$ cat src/rtl/gf2m_binary_divider.sv
// GF(2^M) divider Z = A / B mod f(x) using the binary extended Euclidean
// algorithm: one halving or XOR-reduction step per clock.
// Invariants while iterating: x1*B == A*u and x2*B == A*v (mod f).
// Reaching u==1 or v==1 therefore leaves the quotient in x1 or x2.
module gf2m_binary_divider #(
    parameter int              M        = 163,
    parameter logic [M-1:0]    POLY_LOW = 163'hC9,
    parameter int              CNT_W    = 11
) (
    input  logic         clk,
    input  logic         rst_n,
    input  logic         start,
    input  logic [M-1:0] A,
    input  logic [M-1:0] B,
    output logic [M-1:0] Z,
    output logic         busy,
    output logic         done,
    output logic         err
);

    typedef enum logic [1:0] {IDLE, LOAD, ITER, FIN} state_t;

    localparam logic [M:0]       ONE   = (M+1)'(1);
    localparam logic [CNT_W-1:0] GUARD = CNT_W'(4*M);

    state_t           state, state_n;
    logic [M:0]       u, v, u_n, v_n;
    logic [M-1:0]     x1, x2, x1_n, x2_n, z_n;
    logic [CNT_W-1:0] cnt, cnt_n;
    logic             err_n;

    // x / x mod f: odd values take f first, which sets the implicit bit M
    // that then shifts down into bit M-1.
    function automatic logic [M-1:0] half_mod(input logic [M-1:0] x);
        if (x[0])
            half_mod = {1'b1, x[M-1:1] ^ POLY_LOW[M-1:1]};
        else
            half_mod = {1'b0, x[M-1:1]};
    endfunction

    // State register and all datapath registers; outputs are registered
    // from the next state so done is high exactly in the FIN cycle.
    always_ff @(posedge clk or negedge rst_n) begin
        if (!rst_n) begin
            state <= IDLE;
            u     <= '0;
            v     <= '0;
            x1    <= '0;
            x2    <= '0;
            cnt   <= '0;
            Z     <= '0;
            err   <= 1'b0;
            busy  <= 1'b0;
            done  <= 1'b0;
        end else begin
            state <= state_n;
            u     <= u_n;
            v     <= v_n;
            x1    <= x1_n;
            x2    <= x2_n;
            cnt   <= cnt_n;
            Z     <= z_n;
            err   <= err_n;
            busy  <= (state_n == LOAD) || (state_n == ITER);
            done  <= (state_n == FIN);
        end
    end

    // Next-state and single reduction step selection, in priority order.
    always_comb begin
        state_n = state;
        u_n     = u;
        v_n     = v;
        x1_n    = x1;
        x2_n    = x2;
        cnt_n   = cnt;
        z_n     = Z;
        err_n   = err;
        case (state)
            IDLE: begin
                if (start) begin
                    u_n     = {1'b0, B};
                    v_n     = {1'b1, POLY_LOW};
                    x1_n    = A;
                    x2_n    = '0;
                    cnt_n   = '0;
                    state_n = LOAD;
                end
            end
            LOAD: begin
                if (u == '0) begin
                    z_n     = '0;
                    err_n   = 1'b1;
                    state_n = FIN;
                end else begin
                    err_n   = 1'b0;
                    state_n = ITER;
                end
            end
            ITER: begin
                cnt_n = cnt + 1'b1;
                if (u == ONE) begin
                    z_n     = x1;
                    state_n = FIN;
                end else if (v == ONE) begin
                    z_n     = x2;
                    state_n = FIN;
                end else if (cnt == GUARD) begin
                    // non-terminating run: cannot happen with a valid f
                    z_n     = '0;
                    err_n   = 1'b1;
                    state_n = FIN;
                end else if (!u[0]) begin
                    u_n  = u >> 1;
                    x1_n = half_mod(x1);
                end else if (!v[0]) begin
                    v_n  = v >> 1;
                    x2_n = half_mod(x2);
                end else if (u > v) begin
                    u_n  = u ^ v;
                    x1_n = x1 ^ x2;
                end else begin
                    v_n  = v ^ u;
                    x2_n = x2 ^ x1;
                end
            end
            FIN:     state_n = IDLE;
            default: state_n = IDLE;
        endcase
    end

    // The iteration guard must never fire for a reduced, nonzero divisor.
    a_guard_unreachable: assert property (@(posedge clk) disable iff (!rst_n)
        !(state == ITER && cnt == GUARD && u != ONE && v != ONE));

endmodule
$ cat config.mk
export PLATFORM = sky130hd
export DESIGN_NAME = gf2m_binary_divider
export DESIGN_NICKNAME = d
export VERILOG_FILES = /design/src/rtl/gf2m_binary_divider.sv
export SDC_FILE = /design/constraint.sdc
export NUM_CORES = 2
export LEC_CHECK = 0
export ABC_CLOCK_PERIOD_IN_PS = 4100
export BUFFER_PORTS_ARGS = -buffer_cell sky130_fd_sc_hd__clkbuf_2
export CORE_AREA = 2 2 225 448
export CTS_CLUSTER_DIAMETER = 200
export DETAILED_ROUTE_END_ITERATION = 10
export DIE_AREA = 0 0 227 450
export GPL_ROUTABILITY_DRIVEN = 1
export GPL_TIMING_DRIVEN = 1
export PLACE_DENSITY = 0.71
export SETUP_SLACK_MARGIN = 0.4
export SYNTH_ARGS = -nofsm -noshare
export SYNTH_HDL_FRONTEND = slang
export SYNTH_SLANG_ARGS = --single-unit
$ cat constraint.sdc
create_clock -name clk -period 4.1 [get_ports clk]
set_input_delay 0.41 -clock clk [delete_from_list [all_inputs] [get_ports clk]]
set_output_delay 0.41 -clock clk [all_outputs]
set_load 0.02 [all_outputs]
==> flow_summary.yaml <==
power:
  peakVddDrop_uv: 509
  switching_power_mw: 22.5
  total_power_mw: 51.3
  p_clk_share_pct: 14.7
  internal-power_mw: 28.8
  seqPwrFrac_pct: 31.0
  p_comb_share_pct: 54.3
  p_per_area_nw_per_um2: 871
  cellLeakagePower_nw: 25.7
  sw_frac_of_total_pct: 43.8
synth:
  synth_edf_count: 0
  synth_cell_types: 59
  yosys_warnings: 0
  synth_area_leaders: "dfrtp_1 43%, mux2_2 5.3%, ha_1 4.4%"
  netlist_area_sq_um: 48800
  syn_inst: 4901
  async_reset_ff_share_pct: 100
  synth_nets: 5401
  synth_flop_cell: "dfrtp_1"
  synth-seq-area-share_pct: 42.7
  ys_ff_latch: 833
  yosys.area.top_type: "dfrtp_1"
  syn_avg_cell_area_sq_um: 9.97
  synth_top_area_share_pct: 42.7
worst_setup_path:
  crit_fanout: 7
  worstPathCellList: "ha_4, nand4_1, or2_2, nor4_2, nand3_1, or3_4, and2_4, o311ai_4, buf_6, buf_12, buf_12, buf_8, mux2_2"
  max_stage_delay_ns: 0.47
  cp-end-kind: "flip-flop"
  crit_family: "simple AND/OR/NAND/NOR gates"
  criticalPathCategory: "reg -> reg"
  cp-start-kind: "flip-flop"
  cpMaxStageDelayCell: "dfrtp_1"
  arrival_ns: 4.33
  cpMostUsedCell: "buf_12"
  critPathRequiredTime_ns: 4.68
  cp.buffers_inverters: 4
final_layout:
  drive_above_1_share_pct: 24.5
  fin_nets: 5979
  area.growth.synth_to_final_pct: 20.6
  fin_util_pct: 59.7
sta:
  finClkSkew_ns: 0.0296
  setup_viol: 0
  post-route-min-period_ns: 3.75
  hold_slack_ns: 0.0377
  worst_slack_ns: 0.348
  period_share_pct: 91.5
  fmax_ghz: 0.266
  finalSetupTns_ns: 0
  slew_viol_final: 0
  rsz0062_at_grt: "yes"
  hold_viol: 0
  max_slew_margin_pct: 28.7
  tightest_slew_ns: 1.07
route:
  dr_total_vias: 43100
  post_drt_via_cell_ratio: 6.28
  ant_nets: 0
  dr.pass1.iters: 6
  wl_per_cell_um: 23.6
  routed_wl_um: 162000
  first_iter_violations: 3509
  remaining_drc_errors: 0
clock_network:
  cts_buffers: 79
  cts_tree: "built"
  clock_latency_ns: 0.70
  clock-sinks: 833
  h-tree-depth: 3
  clkTransAtPathRegs_ns: 0.07
  cts_root_buf: "clkbuf_16"
  clockBufferDepth: 3
floorplan:
  die_h_um: 450
  ioPinCount: 495
  die_area_sq_um: 102000
  core_sq_um: 98700
  rows: 163
  initial_utilization_pct: 49.5
  die_x_um: 227
place:
  portBuffers: 494
  place_congestion: 0.928
  place_hpwl_um: 111000
  pre_cts_ws_ns: -0.0551
grt:
  grt_pass1_vias: 42400
  grt_remaining_overflow: 0
  antenna_found_initial: 21
  grt_pass1_wl_um: 246000
  grt_max_degree: 238
  grt_util_all_layers_pct: 30.8
worst_hold_path:
  hp-class: "in -> reg"
run_status:
  outcome: "complete, no violations"
flow_run:
  maxCapViolCount: 0
-- registers in the layout, summed over array words and instances (netlist names) --
register / flops
u: 164
x2: 163
cnt: 11
done: 1
Z: 163
x1: 163
v: 164
state: 2
busy: 1
err: 1
-- layer usage --
metal  up-vias  wire, um  track usage, %
met3       451     11100            6.37
met1     21500     61800            36.6
met5         -       199               0
met4        28      9910            17.8
met2      1688     79200            51.2
li1      19400         -               -
-- power groups by stage --
stage	sequential, mW	combinational [mW]	clock, mW
after CTS	15.7	26.3	7.64
after global routing	16.3	30.0	7.95
after global placement	15.6	24.7	0
after floorplan	14.3	17.8	0
final	15.9	27.8	7.54
after detailed placement	15.8	25.4	0
-- cell type report --
| class | instances | area, sq um |
|---|---|---|
| clock buffers | 115 | 2320 |
| multi-input cells | 3501 | 26500 |
| inverters | 177 | 672 |
| flip-flops and latches | 833 | 20900 |
| well taps | 1320 | 1650 |
| repair buffers | 887 | 6670 |
| fillers | 8362 | 39800 |
| diodes | 8 | 20.0 |
| clock inverters | 24 | 238 |
-- cell usage after synthesis, drive strengths merged (9+ instances only) --
cell type,number
nor3,17
nand4,60
a21o,176
dfrtp,833
a211oi,172
o31ai,164
o21ai,245
mux2i,163
a22o,116
a221o,161
nor2,303
nor4,89
a21oi,355
inv,176
xor2,9
mux2,329
a22oi,86
nand3,20
nand2,346
clkbuf,309
xnor2,164
a2bb2oi,123
nor3b,164
ha,171
buf,81
-- cell usage in the layout (no fill, tap or decap), types with 164 or more instances in the layout --
cell type	instances
dfrtp_1	814
clkbuf_2	493
a21oi_1	346
nand2_1	343
nor2_1	298
buf_4	283
mux2_2	229
o21ai_0	211
a21o_1	176
inv_1	170
a211oi_1	167
o31ai_1	164
xnor2_1	164
-- what timing repair did --
action	4_1_cts	5_1_grt
setup buffers	37	45
gates cloned	1	8
resized for setup	63	118
pin swaps	21	34
endpoints found under the setup margin	608	594
hold endpoints to repair	81	0
hold buffers	14	0
-- path summary, 6_finish.rpt --
path / slack [ns] / startpoint / to / depth (start not counted)
min in group asynchronous: 0.42 / rst_n / u[102] / 2
hold / removal: 0.04 / A[95] / x1[95] / 3
setup / recovery: 0.35 / u[61] / u[157] / 13
setup reg to reg: 0.35 / u[61] / u[157] / 13
max in group asynchronous: 2.41 / rst_n / x1[106] / 3
hold reg to reg: 0.47 / Z[122] / Z[122] / 2
-- per-stage QoR --
stage / std cells / instance area [sq um]
CTS: 6804 / 57800
global placement: 6613 / 54400
global route: 6863 / 58900
floorplan: 4901 / 48800
detailed placement: 6613 / 54400
finish: 6865 / 58900
-- tightest hold or removal path, delay by kind of cell --
family / cells / cell delay (ns)
compound gates: 1 / 0.10
buf+inv: 1 / 0.08
mux: 1 / 0.11
-- cell families after synthesis --
kind of cell             share of synthesized area, %
AO/OA/AOI/OAI                                    23.5
XOR/XNOR                                         3.10
adder cells (fa/ha/maj)                          4.38
buffers and inverters                            5.12
flip-flops                                       42.7
multiplexers                                     10.9
AND/OR/NAND/NOR                                  10.3
Power figures use the tool's default switching activity.
